==> src/rtl/dab_phase_shift_pwm.sv <==
// dab_phase_shift_pwm: phase-shifted gate generator for one primary and N_SEC secondary full bridges with dead time.
// Define DAB_PWM_SOFTSTART_EN to ramp each secondary phase from 0 by one count per period after start.
module dab_phase_shift_pwm #(
  parameter int CNT_W = 16,
  parameter int DT_W  = 8,
  parameter int N_SEC = 1
) (
  input  logic                   clk,
  input  logic                   rst_n,
  input  logic                   sync,
  input  logic                   enable,
  input  logic [CNT_W-1:0]       period_i,
  input  logic [DT_W-1:0]        dead_i,
  input  logic [N_SEC*CNT_W-1:0] phase_i,
  output logic [3:0]             Sp,
  output logic [4*N_SEC-1:0]     Ss,
  output logic                   trigger,
  output logic                   running
);
  localparam int NG = 4*N_SEC + 4;
  localparam logic [1:0] IDLE = 2'd0, ARMED = 2'd1, RUN = 2'd2, STOP = 2'd3;
  localparam logic [CNT_W-1:0] ONE = 1, MIN_PER = 4;
  localparam logic [DT_W-1:0] D1 = 1;
  logic [1:0] state, state_nx;
  logic sync_q, sync_rise, active, active_nx, wrap, start, load, en;
  logic [CNT_W-1:0] cnt, per, per_c, half, dt_max, dead_x;
  logic [DT_W-1:0] dt, dt_c;
  logic [CNT_W-1:0] ph [N_SEC];
  logic [CNT_W-1:0] ph_c [N_SEC];
  logic [CNT_W-1:0] ph_eff [N_SEC];
  logic [NG-1:0] raw, gate;
  logic [DT_W-1:0] dcnt [NG];
  assign sync_rise = sync & ~sync_q;
  assign active    = state[1];
  assign active_nx = state_nx[1];
  assign wrap      = active && (cnt == per - ONE);
  assign start     = (state == ARMED) && enable && sync_rise;
  assign load      = start || wrap || ((state == RUN) && sync_rise);
  assign en        = active && active_nx;
  assign half      = per >> 1;
  assign per_c     = (period_i < MIN_PER) ? MIN_PER : period_i;
  assign dt_max    = (per_c >> 1) - ONE;
  assign dead_x    = CNT_W'(dead_i);
  assign dt_c      = (dead_x > dt_max) ? DT_W'(dt_max) : dead_i;
  assign trigger   = (state == RUN) && (cnt == '0);
  assign running   = active;
  assign Sp        = gate[3:0];
  assign Ss        = gate[NG-1:4];
  always_comb begin
    state_nx = state;
    unique case (state)
      IDLE:    state_nx = enable ? ARMED : IDLE;
      ARMED:   state_nx = !enable ? IDLE : (sync_rise ? RUN : ARMED);
      RUN:     state_nx = enable ? RUN : STOP;
      default: state_nx = wrap ? IDLE : STOP;
    endcase
  end
  always_comb begin
    for (int k = 0; k < N_SEC; k++)
      ph_c[k] = (phase_i[k*CNT_W +: CNT_W] > per_c - ONE) ? per_c - ONE : phase_i[k*CNT_W +: CNT_W];
  end
  // Secondary position wraps with a single conditional subtract; shadow phases are always below per.
  always_comb begin
    logic [CNT_W:0] s, l;
    s = '0;
    l = '0;
    raw = '0;
    raw[3:0] = {cnt < half, cnt >= half, cnt >= half, cnt < half};
    for (int k = 0; k < N_SEC; k++) begin
      s = {1'b0, cnt} + {1'b0, ph_eff[k]};
      l = (s >= {1'b0, per}) ? s - {1'b0, per} : s;
      raw[4*k+4 +: 4] = {l < {1'b0, half}, l >= {1'b0, half}, l >= {1'b0, half}, l < {1'b0, half}};
    end
  end
  always_ff @(posedge clk or negedge rst_n) begin
    if (!rst_n) begin
      state  <= IDLE;
      sync_q <= 1'b0;
      cnt    <= '0;
      per    <= '0;
      dt     <= '0;
      for (int k = 0; k < N_SEC; k++) ph[k] <= '0;
    end else begin
      state  <= state_nx;
      sync_q <= sync;
      cnt    <= (!active_nx || load) ? '0 : cnt + ONE;
      if (load) begin
        per <= per_c;
        dt  <= dt_c;
        for (int k = 0; k < N_SEC; k++) ph[k] <= ph_c[k];
      end
    end
  end
`ifdef DAB_PWM_SOFTSTART_EN
  always_ff @(posedge clk or negedge rst_n) begin
    if (!rst_n) begin
      for (int k = 0; k < N_SEC; k++) ph_eff[k] <= '0;
    end else begin
      for (int k = 0; k < N_SEC; k++)
        if (!active_nx || start) ph_eff[k] <= '0;
        else if (load)
          ph_eff[k] <= (ph_eff[k] < ph_c[k]) ? ph_eff[k] + ONE :
                       (ph_eff[k] > ph_c[k]) ? ((ph_eff[k] - ONE > per_c - ONE) ? per_c - ONE : ph_eff[k] - ONE) :
                       ph_eff[k];
    end
  end
`else
  assign ph_eff = ph;
`endif
  // Rising edges wait dt cycles in a per-gate counter; falling edges pass straight through.
  always_ff @(posedge clk or negedge rst_n) begin
    if (!rst_n) begin
      gate <= '0;
      for (int i = 0; i < NG; i++) dcnt[i] <= '0;
    end else begin
      for (int i = 0; i < NG; i++)
        if (!(en && raw[i])) begin
          gate[i] <= 1'b0;
          dcnt[i] <= '0;
        end else if (dcnt[i] >= dt) gate[i] <= 1'b1;
        else dcnt[i] <= dcnt[i] + D1;
    end
  end
endmodule
==> config.mk <==
export PLATFORM = sky130hd
export DESIGN_NAME = dab_phase_shift_pwm
export DESIGN_NICKNAME = d
export VERILOG_FILES = /design/src/rtl/dab_phase_shift_pwm.sv
export SDC_FILE = /design/constraint.sdc
export NUM_CORES = 1
export LEC_CHECK = 0
export BUFFER_PORTS_ARGS = -buffer_cell sky130_fd_sc_hd__buf_2
export CAP_MARGIN = 20
export CORE_UTILIZATION = 57
export CTS_CLUSTER_DIAMETER = 80
export DETAILED_ROUTE_END_ITERATION = 7
export PLACE_DENSITY = 0.87
export SYNTH_ARGS = -nofsm -noshare
export SYNTH_HDL_FRONTEND = slang
export SYNTH_SLANG_ARGS = --single-unit
==> constraint.sdc <==
create_clock -name clk -period 6.1 [get_ports clk]
set_input_delay 1.83 -clock clk [delete_from_list [all_inputs] [get_ports clk]]
set_output_delay 1.83 -clock clk [all_outputs]
set_load 0.02 [all_outputs]
# Word level (Yosys, flattened, before mapping)
# Index checks and enable logic that the tools add are counted.
# word_totals
register_bits	131
in_bits	44
out_inout_bits	10
# classes
n_addsub	14
reduce_logical	16
n_bitwise	2
n_lt_le_gt_ge	16
mux	43
eq_ne	19
# ops
cell	count
8-bit 2-to-1 mux	17
8-bit by 1-bit adder with 8-bit output (second input constant)	8
8-bit greater-or-equal comparator	8
16-bit 2-to-1 mux	3
16-bit by 1-bit subtractor with 16-bit output (second input constant)	2
1-bit 2-to-1 mux	18
2-bit inequality test (second input constant)	9
16-bit by 16-bit adder with 17-bit output	1
17-bit by 15-bit greater-or-equal comparator with 1-bit output	1
17-bit by 16-bit greater-or-equal comparator with 1-bit output	1
17-bit by 15-bit less-than comparator with 1-bit output	1
17-bit 2-to-1 mux	1
17-bit by 16-bit subtractor with 17-bit output	1
16-bit by 1-bit adder with 16-bit output (second input constant)	1
16-bit == test	1
16-bit by 15-bit greater-or-equal comparator with 1-bit output	1
16-bit > comparator	1
8-bit by 16-bit > comparator with 1-bit output	1
16-bit zero test	1
16-bit by 15-bit less-than comparator with 1-bit output	1
16-bit by 3-bit less-than comparator with 1-bit output (second input constant)	1
15-bit by 1-bit subtractor with 16-bit output (second input constant)	1
2-bit by 1-bit inequality test with 1-bit output (second input constant)	7
1-bit logical AND	10
other kinds (9)	13

# Depth between registers and ports, before layout
# depth
ltp_word	8
depth_mapped	32
depth_no_buf	28

# Least setup slack after synthesis
# Ideal clock, no wire load.
# synth_path
path_type	in2reg
from	input port period_i[10]
to	register ph[10] (netlist name)
arrival_ns	6.415
stages	20
setup_slack_ns	-0.443
cell_sequence	clkbuf_1 or4_1 nor3_2 nand2_1 nand2_1 ha_1 nand2_1 or3_1 or3_1 nor4_1 xnor2_1 ha_1 nand4_1 nor2_1 nor2_1 a21boi_0 o41ai_2 buf_2 mux2i_1 mux2_1
# synth_via
elab_chain_len	5
# synth_lines
element	line_no	rtl
from (decl)	12	input logic [CNT_W-1:0] period_i,
16-bit by 3-bit less-than comparator with 1-bit output	41	assign per_c = (period_i < MIN_PER) ? MIN_PER : period_i;
16-bit 2-to-1 mux (*)	41	
16-bit by 1-bit subtractor with 16-bit output (*)	60	ph_c[k] = (phase_i[k*CNT_W +: CNT_W] > per_c - ONE) ? per_c - ONE : phase_i[k*CNT_W +: CNT_W];
16-bit > comparator	60	
16-bit 2-to-1 mux (*)	60	
to (decl)	28	logic [CNT_W-1:0] ph [N_SEC];
# Mark *: on every way between the ends. The rest lies on a longest branch, timed or not.
# A chain may end at the register's enable or synchronous reset.

# Worst setup path after layout
# layout_path
from	input port period_i[13]
to	register ph[1] (netlist name)
# Same word-level chain as after synthesis.

==> results.md <==
- Status: complete, no violations
- Comb power frac: 65.2%
- Max-cap violations: 0
- # DRC: 0
- DP Cell Count: 1634
- Share of layout cells above drive strength 1: 13.9%
- Remaining Overflow, GRT: 0
- Worst slew pin tran: 1.07 ns
- Yosys Warn Count: 0
- Syn nets: 1517
- Vias in the first global route: 10334
- Critical Path Start: period_i[13]
- Req. time, crit path: 6.35 ns
- P&R area growth vs syn: 12.9%
- Final ANT Viol Nets: 0
- Fraction of the mapped netlist area in simple logic gates: 20.2%
- Filler cells: 1539
- Final HPWL DP: 22600 um
- Final setup violation count: 0
- FF-to-FF path depth: 28
- CTS tree: yes
- Post-synthesis sequential area ratio: 28.0%
- Core area: 0.0202 mm2
- Iter 0 DRT Violations: 796
- Adder-cell share of the synthesized area: 17.8%
- Synth top cells by count: ha_1 (164), dfrtp_1 (131), nor2_1 (104)
- Clk root buf: clkbuf_16
- Final wirelength: 31000 um
- Post-synthesis xor/xnor area fraction: 8.07%
- Leak: 0.00618 uW
- Largest family of logic cells by synthesized area: simple AND/OR/NAND/NOR gates
- CTS HTree Levels: 4
- Final GP Congestion: 0.973
- Final min period: 5.75 ns
- Net switching power: 3240 uW
- Starting utilization of the core area: 58.1%
- Top cell type's share of synthesized area: 28.0%
- Post-Route Skew: 0.0131 ns
- CTS Sinks: 131
- Avg WL per Cell: 18.6 um
- Largest net degree at the start of global routing: 93
- Die Width: 145 um
- Sequential share of power: 20.3%
- Worst-Skew Late Latency: 0.44 ns
- Die area: 0.0211 mm2
- Reg-to-Reg Start: ph[0]
- CP Max Fanout: 6
- # IOs: 54
- Layout Cells excl Fill: 1668
- Mux cell area share after synthesis: 7.47%
- Global-route wire length before repair: 50500 um
- Compound-cell area share of the yosys netlist: 14.5%
- Ranking of synthesized cells by area: dfrtp_1 (28%), ha_1 (18%), xnor2_1 (5.0%)
- Synthesized instance count: 1307
- Register bit total from synthesis: 131
- Post-Syn Area: 0.0117 mm2
- Clock power frac: 14.4%
- Number of CTS-inserted buffers: 17
- Power density over the cells: 507 mW/mm2
- Ys async rst share: 100%
- Mapped Avg Cell Area: 8.97 um2
- Via density per instance: 6.31
- Hold-fix buffer count after cts: 0
- HP Start: gate[1]
- # port buffers: 53
- Final hold violation count: 0
- Predominant post-synthesis flop cell: dfrtp_1
- All-layer global routing usage: 29.8%
- Antenna violations before repair: 1
- Final period util: 94.3%
- Total power: 6700 uW
- Max Fclk: 174 MHz
- Max-slew headroom: 29.0%
- Slew Limit Fails: 0
- Startpoint Class: primary input
- WS Path Type: primary input to flop
- # nets final: 1594
- Cell variety after synth: 78
- DR pass1 iterations: 5
- Post-synth EDFFs: 0
- CTS Buffer Depth: 2
- Worst Path Arrival: 6.00 ns
- P_int: 3470 uW
- Hold depth: 2
- Largest area contributor in the netlist: dfrtp_1
- Peak supply drop: 372 uV
- Vias: 10528
- Crit end category: flop
- Net Sw Frac: 48.3%
- Most frequent cell after synthesis: ha_1
- Cell Rows: 52
- Clk slew on worst S/H paths: 0.06 ns
- Worst Hold Class: flop to flop
- Final design utilization: 65.6%
- Die height: 145 um
[logic make-up after synthesis]
logic type	after synthesis
compound gates	260
xor+xnor	108
fa+ha+maj	166
buf+inv	114
flops	131
mux	82
simple gates	446
[layout make-up]
cell class              count  area (um2)  share of cell area [%]
well taps                 270         338                    2.55
diodes                      1        2.50                  0.0189
flip-flops and latches    131        3280                    24.8
multi-input cells        1062        8170                    61.7
repair buffers             97         614                    4.64
clock inverters            10        73.8                   0.558
clock buffers              22         474                    3.58
inverters                  75         282                    2.13
[what timing repair did]
action                     CTS  global route
setup endpoints to repair    0            36
buffers inserted             0             1
gates resized for setup      0            25
[path summary, 6_finish.rpt]
path | slack (ns) | to
min reg2reg | 0.49 | gate[1]
max | 0.35 | ph[1]
max reg2reg | 0.36 | dcnt[22]
max in group asynchronous | 3.56 | dcnt[22]
min | 0.49 | gate[1]
min in group asynchronous | 1.46 | cnt[15]
[cell usage in the layout, fill, tap and decap left out, types with 13 or more instances in the layout]
cell,count
dfrtp_1,131
clkbuf_16,17
nand2b_1,20
buf_4,43
nor3_1,46
a21oi_1,70
xor2_1,41
nor4_1,13
mux2_1,35
or3_1,25
nand3_1,27
mux2i_1,38
a21o_1,26
nand4_1,38
inv_1,75
o21ai_0,64
nor2b_1,18
buf_2,52
xnor2_1,63
nor2_1,101
ha_1,161
nand2_1,64
nor3b_1,15
and2_1,16
[registers in the layout, indices dropped and copies added (netlist names)]
name	cells
cnt	16
dcnt	64
dt	8
gate	8
per	16
ph	16
state	2
sync_q	1
[per-stage QoR]
stage / area (um2) / hold slack (ns) / setup TNS (ns) / worst slack [ns]
after floorplan: 11800 / 0.458 / 0 / 0.00268
after global placement: 12600 / 0.469 / 0 / 0.0910
after detailed placement: 12600 / 0.477 / -0.00492 / -0.00492
after CTS: 13100 / 0.496 / 0 / 0.0625
after global routing: 13200 / 0.516 / -0.0396 / -0.0162
final: 13200 / 0.486 / 0 / 0.350
[power by group through the flow]
stage	sequential [uW]	combinational, uW	clock, uW
CTS	1350	4190	973
global route	1390	4840	1010
finish	1360	4370	968
floorplan	1260	3100	0
global placement	1350	3950	0
detailed placement	1360	4110	0
[metal layers]
metal	global-route usage (%)	wire [um]
met1	38.0	13100
met2	48.8	14600
met3	5.20	2000
met4	15.0	1290
met5	0	0
[worst max-delay path, cell delays in order]
cell,delay (ns)
buf_2,0.10
or4_4,0.54
nor3_4,0.22
nand2_2,0.11
nand2_4,0.10
ha_4,0.14
nand2_2,0.05
or3_4,0.34
or3_4,0.39
nor4_4,0.17
xnor2_1,0.19
ha_1,0.30
nand4_1,0.17
nor2_1,0.07
nor2_1,0.08
a21boi_1,0.10
o41ai_4,0.43
buf_4,0.24
mux2i_1,0.28
mux2i_1,0.15
(Power assumes the default switching activity.)
